--- config.mk ---
export PLATFORM = sky130hd
export DESIGN_NAME = vga_timing_gen_flat
export DESIGN_NICKNAME = d
export VERILOG_FILES = /design/src/rtl/vga_pkg.sv /design/src/rtl/vga_timing_gen_if.sv /design/src/rtl/sync_counter.sv /design/src/rtl/vga_timing_gen.sv /design/src/flat_wrapper.sv
export SDC_FILE = /design/constraint.sdc
export NUM_CORES = 1
export LEC_CHECK = 0
export CAP_MARGIN = 20
export CORE_MARGIN = 2
export CORE_UTILIZATION = 48
export CTS_CLUSTER_SIZE = 14
export DETAILED_ROUTE_END_ITERATION = 12
export GPL_TIMING_DRIVEN = 0
export PLACE_DENSITY = 0.72
export SLEW_MARGIN = 40
export SYNTH_ARGS = -nofsm -noshare
export SYNTH_HDL_FRONTEND = slang
export SYNTH_SLANG_ARGS = --single-unit
--- constraint.sdc ---
create_clock -name clk_i -period 2.11 [get_ports clk_i]
set_clock_uncertainty 0.05 [all_clocks]
set_input_delay 0.3165 -clock clk_i [delete_from_list [all_inputs] [get_ports clk_i]]
set_output_delay 0.3165 -clock clk_i [all_outputs]
set_load 0.02 [all_outputs]
--- src/rtl/vga_pkg.sv ---
// Shared raster timing constants for the VGA output path.
// Defaults describe 640x480 at ~60 Hz on a 25.125 MHz pixel clock.
package vga_pkg;

    localparam int COORD_W = 10;

    localparam int H_ACTIVE_DEF = 640;
    localparam int H_FP_DEF     = 16;
    localparam int H_SYNC_DEF   = 96;
    localparam int H_BP_DEF     = 48;
    localparam int V_ACTIVE_DEF = 480;
    localparam int V_FP_DEF     = 10;
    localparam int V_SYNC_DEF   = 2;
    localparam int V_BP_DEF     = 33;

    function automatic int sync_total(int active, int fp, int sync, int bp);
        return active + fp + sync + bp;
    endfunction

    localparam int H_TOTAL_DEF = sync_total(H_ACTIVE_DEF, H_FP_DEF, H_SYNC_DEF, H_BP_DEF);
    localparam int V_TOTAL_DEF = sync_total(V_ACTIVE_DEF, V_FP_DEF, V_SYNC_DEF, V_BP_DEF);

endpackage

--- src/rtl/vga_timing_gen_if.sv ---
// Registered raster outputs of the timing generator, consumed by the
// frame-buffer reader and the VGA connector.
interface vga_timing_gen_if;
    import vga_pkg::*;

    logic               hsync_o;
    logic               vsync_o;
    logic               de_o;
    logic [COORD_W-1:0] x_o;
    logic [COORD_W-1:0] y_o;
    logic               line_start_o;
    logic               frame_start_o;

    modport master (
        output hsync_o, vsync_o, de_o, x_o, y_o, line_start_o, frame_start_o
    );

    modport slave (
        input hsync_o, vsync_o, de_o, x_o, y_o, line_start_o, frame_start_o
    );

endinterface

--- src/rtl/sync_counter.sv ---
// One raster axis: counts 0..TOTAL-1 on each advance strobe and decodes
// the active and sync regions of the current count.
module sync_counter
    import vga_pkg::*;
#(
    parameter int ACTIVE = H_ACTIVE_DEF,
    parameter int FP     = H_FP_DEF,
    parameter int SYNC   = H_SYNC_DEF,
    parameter int BP     = H_BP_DEF
) (
    input  logic               clk,
    input  logic               rst_n,
    input  logic               adv,
    input  logic               clr,
    output logic [COORD_W-1:0] cnt,
    output logic               wrap,
    output logic               in_active,
    output logic               in_sync
);

    localparam int TOTAL    = sync_total(ACTIVE, FP, SYNC, BP);
    localparam int SYNC_BEG = ACTIVE + FP;
    localparam int SYNC_END = ACTIVE + FP + SYNC;
    localparam logic [COORD_W-1:0] LAST = COORD_W'(TOTAL - 1);

    if (TOTAL > (1 << COORD_W)) begin : g_total_check
        $error("sync_counter: total of %0d does not fit the coordinate width", TOTAL);
    end

    // clr has priority so a disable landing on a wrap still returns to 0
    always_ff @(posedge clk or negedge rst_n) begin
        if (!rst_n) begin
            cnt <= '0;
        end else if (clr) begin
            cnt <= '0;
        end else if (adv) begin
            cnt <= wrap ? '0 : cnt + 1'b1;
        end
    end

    assign wrap      = (cnt == LAST);
    assign in_active = (int'(cnt) < ACTIVE);
    assign in_sync   = (int'(cnt) >= SYNC_BEG) && (int'(cnt) < SYNC_END);

endmodule

--- src/rtl/vga_timing_gen.sv ---
// VGA raster timing generator: horizontal/vertical counters plus one
// register stage that turns counter state into sync, DE and coordinates.
module vga_timing_gen
    import vga_pkg::*;
#(
    parameter int   H_ACTIVE = H_ACTIVE_DEF,
    parameter int   H_FP     = H_FP_DEF,
    parameter int   H_SYNC   = H_SYNC_DEF,
    parameter int   H_BP     = H_BP_DEF,
    parameter int   V_ACTIVE = V_ACTIVE_DEF,
    parameter int   V_FP     = V_FP_DEF,
    parameter int   V_SYNC   = V_SYNC_DEF,
    parameter int   V_BP     = V_BP_DEF,
    parameter logic SYNC_POL = 1'b0
) (
    input  logic              clk_i,
    input  logic              rst_n_i,
    input  logic              en_i,
    vga_timing_gen_if.master  vga
);

    localparam logic SYNC_IDLE = !SYNC_POL;

    logic [COORD_W-1:0] h_cnt_p0, v_cnt_p0;
    logic               h_wrap_p0, v_wrap_unused;
    logic               h_act_p0, v_act_p0, h_sync_p0, v_sync_p0;
    logic               de_p0, line_start_p0, frame_start_p0;

    sync_counter #(
        .ACTIVE (H_ACTIVE), .FP (H_FP), .SYNC (H_SYNC), .BP (H_BP)
    ) u_h_counter (
        .clk       (clk_i),
        .rst_n     (rst_n_i),
        .adv       (en_i),
        .clr       (!en_i),
        .cnt       (h_cnt_p0),
        .wrap      (h_wrap_p0),
        .in_active (h_act_p0),
        .in_sync   (h_sync_p0)
    );

    sync_counter #(
        .ACTIVE (V_ACTIVE), .FP (V_FP), .SYNC (V_SYNC), .BP (V_BP)
    ) u_v_counter (
        .clk       (clk_i),
        .rst_n     (rst_n_i),
        .adv       (en_i && h_wrap_p0),
        .clr       (!en_i),
        .cnt       (v_cnt_p0),
        .wrap      (v_wrap_unused),
        .in_active (v_act_p0),
        .in_sync   (v_sync_p0)
    );

    assign de_p0          = h_act_p0 && v_act_p0;
    assign line_start_p0  = (h_cnt_p0 == '0);
    assign frame_start_p0 = line_start_p0 && (v_cnt_p0 == '0);

    // p0 -> p1: every output registered from the same counter state
    always_ff @(posedge clk_i or negedge rst_n_i) begin
        if (!rst_n_i) begin
            vga.hsync_o       <= SYNC_IDLE;
            vga.vsync_o       <= SYNC_IDLE;
            vga.de_o          <= 1'b0;
            vga.x_o           <= '0;
            vga.y_o           <= '0;
            vga.line_start_o  <= 1'b0;
            vga.frame_start_o <= 1'b0;
        end else if (!en_i) begin
            vga.hsync_o       <= SYNC_IDLE;
            vga.vsync_o       <= SYNC_IDLE;
            vga.de_o          <= 1'b0;
            vga.x_o           <= '0;
            vga.y_o           <= '0;
            vga.line_start_o  <= 1'b0;
            vga.frame_start_o <= 1'b0;
        end else begin
            vga.hsync_o       <= h_sync_p0 ? SYNC_POL : SYNC_IDLE;
            vga.vsync_o       <= v_sync_p0 ? SYNC_POL : SYNC_IDLE;
            vga.de_o          <= de_p0;
            vga.x_o           <= de_p0 ? h_cnt_p0 : '0;
            vga.y_o           <= de_p0 ? v_cnt_p0 : '0;
            vga.line_start_o  <= line_start_p0;
            vga.frame_start_o <= frame_start_p0;
        end
    end

endmodule

--- src/flat_wrapper.sv ---
// flat-port wrapper written by rule: the top's interface ports become plain ports
module vga_timing_gen_flat import vga_pkg::*;
#(
    parameter int   H_ACTIVE = H_ACTIVE_DEF,
    parameter int   H_FP     = H_FP_DEF,
    parameter int   H_SYNC   = H_SYNC_DEF,
    parameter int   H_BP     = H_BP_DEF,
    parameter int   V_ACTIVE = V_ACTIVE_DEF,
    parameter int   V_FP     = V_FP_DEF,
    parameter int   V_SYNC   = V_SYNC_DEF,
    parameter int   V_BP     = V_BP_DEF,
    parameter logic SYNC_POL = 1'b0
)
  (clk_i, rst_n_i, en_i, vga_hsync_o, vga_vsync_o, vga_de_o, vga_x_o, vga_y_o, vga_line_start_o, vga_frame_start_o);
  vga_timing_gen_if vga_i ();
  input  logic clk_i;
  input  logic rst_n_i;
  input  logic en_i;
  output wire logic [$bits(vga_i.hsync_o)-1:0] vga_hsync_o;
  output wire logic [$bits(vga_i.vsync_o)-1:0] vga_vsync_o;
  output wire logic [$bits(vga_i.de_o)-1:0] vga_de_o;
  output wire logic [$bits(vga_i.x_o)-1:0] vga_x_o;
  output wire logic [$bits(vga_i.y_o)-1:0] vga_y_o;
  output wire logic [$bits(vga_i.line_start_o)-1:0] vga_line_start_o;
  output wire logic [$bits(vga_i.frame_start_o)-1:0] vga_frame_start_o;
  assign vga_hsync_o = vga_i.hsync_o;
  assign vga_vsync_o = vga_i.vsync_o;
  assign vga_de_o = vga_i.de_o;
  assign vga_x_o = vga_i.x_o;
  assign vga_y_o = vga_i.y_o;
  assign vga_line_start_o = vga_i.line_start_o;
  assign vga_frame_start_o = vga_i.frame_start_o;
  vga_timing_gen #(.H_ACTIVE(H_ACTIVE), .H_FP(H_FP), .H_SYNC(H_SYNC), .H_BP(H_BP), .V_ACTIVE(V_ACTIVE), .V_FP(V_FP), .V_SYNC(V_SYNC), .V_BP(V_BP), .SYNC_POL(SYNC_POL)) u_core (.clk_i(clk_i), .rst_n_i(rst_n_i), .en_i(en_i), .vga(vga_i));
endmodule
==> impl_metrics.csv <==
group,metric,value,unit
finish,fill_cells,300,
clocking,clock_latency,290,ps
global_routing,grt_antenna_before_repair,0,
global_routing,first_global_vias,1454,
detailed_routing,met2_length,1870,um
synth,synth_cell_types,41,
finish,num_antenna_cells,0,
power,power.total,1.60,mW
detailed_routing,maxUsedRoutingLayer,"met4",
hold_path,hp-class,"primary input to asynchronous set/reset pin",
clocking,cts_tree,"built",
synth,synth_seq_cells,45,
critical_path,worstPathRequired,2270,ps
synth,synth_top_area_cell,"dfrtp_1",
synth,synth_enable_flop_cells,0,
clocking,cts_buffer_depth,2,
critical_path,r2r_cells,6,
place,place_hpwl,2760,um
critical_path,r2r_setup_slack,10,ps
sta,tns,0,ps
power,power.leakage,1.08,nW
sta,min_period,2100,ps
sta,setup_viol,0,
finish,final_cell_mix,"42 x dfrtp_1, 26 x clkdlybuf4s50_1, 15 x nor3_1",
finish,layout_commonest_cell,"dfrtp_1",
synth,synth-main-ff-cell,"dfrtp_1",
critical_path,start_kind,"flip-flop",
floorplanning,die-width,68.2,um
critical_path,critPathTopFamily,"simple AND/OR/NAND/NOR gates",
finish,instances_no_fill,276,
clocking,clk_pin_slew,80,ps
synth,synth_cells,185,
synth,syn-num-nets,192,
synth,syn_avg_cell_area,10.7,um2
detailed_routing,first_pass_iters,4,
clocking,htree_num_levels,2,
place,gp_congestion,0.961,
critical_path,crit_type,"flip-flop to flip-flop",
synth,synth_area_leaders,"dfrtp_1 54%, nor3_1 3.8%, and2_1 3.5%",
synth,yosysTopAreaCellShare,54.4,%
synth,yosys_warnings,0,
critical_path,r2r_start,"u_core.u_h_counter.cnt[9]$_DFF_PN0_",
global_routing,overflow,0,
power,power_per_cell_area,631,nW/um2
clocking,cts_buffers,5,
critical_path,crit_top_cell,"or4_4",
floorplanning,dieArea,4650,um2
detailed_routing,vias,1554,
synth,ys_seq_area_share,57.1,%
detailed_routing,wl_per_cell,14.7,um
clocking,clock_sinks,45,
sta,finalMaxSlewViolations,0,
sta,fmax,477,MHz
detailed_routing,drt_iter0_drc,94,
finish,num-nets-final,233,
critical_path,cp-end-kind,"flip-flop",
critical_path,max_stage_delay,520,ps
detailed_routing,wl_met3,238,um
sta,hold_viol,0,
floorplanning,io_pins,28,
detailed_routing,drc_errors,0,
sta,relSlewSlack,43.7,%
finish,drive_gt1_share,14.2,%
synth,synthesis.area,1980,um2
detailed_routing,viasPerCell,5.63,
global_routing,grt_pass1_wl,6930,um
floorplanning,core,3970,um2
detailed_routing,wl,4050,um
floorplanning,start_util,49.8,%
detailed_routing,wirelength_met1,1880,um
clocking,clockRootBuffer,"clkbuf_8",
critical_path,crit_chain,"buf_4 -> nand4b_1 -> or4_4 -> buf_6 -> or4_4 -> a21oi_2",
floorplanning,rows,23,
run,drv_cap,0,
synth,async_flop_share,100,%
critical_path,cp.arrival,2260,ps
critical_path,slowest_stage,"or4_4",
sta,tightest_slew,835,ps
global_routing,track_usage,20.1,%
sta,period_share,99.3,%
floorplanning,die-height,68.2,um
power,ir_worst_vdd,0.000454,V
critical_path,r2r_end,"u_core.u_v_counter.cnt[4]$_DFFE_PN0P_",
global_routing,grt_max_degree,46,
critical_path,cp_max_fo,8,
place,dp.cells,262,
finish,area_growth,28.2,%
detailed_routing,final_antenna_net_count,0,
status,outcome,"complete, no violations",
place,portBuffers,27,
critical_path,worst-path-buf-inv,2,
==> power breakdown <==
part	switching (mW)	internal (mW)
clock	0.268	0.344
combinational	0.0630	0.0385
sequential	0.00968	0.875
==> area by class of cell <==
class	count	area, um2	area share (%)
buffer	8	45.0	1.78
clock inverter	2	35.0	1.38
inverter	9	33.8	1.33
tap	50	62.6	2.47
sequential	45	1130	44.6
clock buffer	5	68.8	2.72
timing repair buffer	36	338	13.3
multi-input combinational	121	821	32.4
==> worst max path at each step <==
stage                                                    from                                     to  slack (ps)  depth (start not counted)
after floorplan           u_core.u_h_counter.cnt[0]$_DFF_PN0_  u_core.u_v_counter.cnt[4]$_DFFE_PN0P_          30                          6
after global placement    u_core.u_h_counter.cnt[0]$_DFF_PN0_  u_core.u_v_counter.cnt[2]$_DFFE_PN0P_        -410                          5
after detailed placement  u_core.u_h_counter.cnt[0]$_DFF_PN0_  u_core.u_v_counter.cnt[4]$_DFFE_PN0P_        -180                          6
after CTS                 u_core.u_h_counter.cnt[8]$_DFF_PN0_  u_core.u_v_counter.cnt[4]$_DFFE_PN0P_           8                          5
after global routing      u_core.u_h_counter.cnt[9]$_DFF_PN0_  u_core.u_v_counter.cnt[2]$_DFFE_PN0P_         -20                          6
final                     u_core.u_h_counter.cnt[9]$_DFF_PN0_  u_core.u_v_counter.cnt[4]$_DFFE_PN0P_          10                          6
==> per-layer routing <==
metal | up-vias | global-route usage, %
li1 | 735 | -
met1 | 749 | 26.4
met2 | 64 | 31.6
met3 | 6 | 4.61
met4 | 0 | 9.50
met5 | - | 0
==> timing repair <==
action	CTS	global route
pin swaps	4	1
setup endpoints to repair	5	5
hold endpoints to repair	43	0
resized for setup	8	4
setup buffers	7	1
hold buffers	1	0
==> kinds of logic after synthesis <==
kind of cell / Yosys count / synth area share (%)
adder cells (fa/ha/maj): 4 / 2.53
AO/OA/AOI/OAI: 24 / 8.73
AND/OR/NAND/NOR: 85 / 24.6
XOR/XNOR: 7 / 3.10
buffers and inverters: 19 / 3.80
other: 1 / 0.190
flip-flops: 45 / 57.1
==> flip-flops by register name, indices dropped and copies added, names as in the netlist <==
| register | cells |
|---|---|
| u_core.u_h_counter.cnt | 10 |
| u_core.u_v_counter.cnt | 10 |
| u_core.vga.de_o | 1 |
| u_core.vga.frame_start_o | 1 |
| u_core.vga.hsync_o | 1 |
| u_core.vga.line_start_o | 1 |
| u_core.vga.vsync_o | 1 |
| u_core.vga.x_o | 10 |
| u_core.vga.y_o | 10 |
==> stage by stage <==
step | setup slack [ps] | instance area, um2 | hold WS [ps] | util [%]
after floorplan | 27.0 | 1980 | -29.1 | -
after global placement | -411 | 2310 | 478 | 58.2
after detailed placement | -175 | 2310 | 282 | 58.3
after CTS | 8.39 | 2520 | 508 | 63.4
after global routing | -20.3 | 2530 | 540 | 63.8
final | 14.6 | 2530 | 497 | 63.8
==> cells in the mapped netlist, drive strengths merged (2+ instances only) <==
library cell and n:
nor3 15, ha 4, nor2b 2, nor2 11, and3 4, clkbuf 7
nand3 9, o211ai 2, o41ai 4, a21oi 6, nand2 9, nand4 4
o21ai 2, or3 2, inv 9, nand4b 2, xor2 2, o31ai 3
and2 11, and4 2, or3b 2, dfstp 2, buf 3, dfrtp 43
nor4 4, or4 4, xnor2 5
Power figures use the tool's default switching activity.
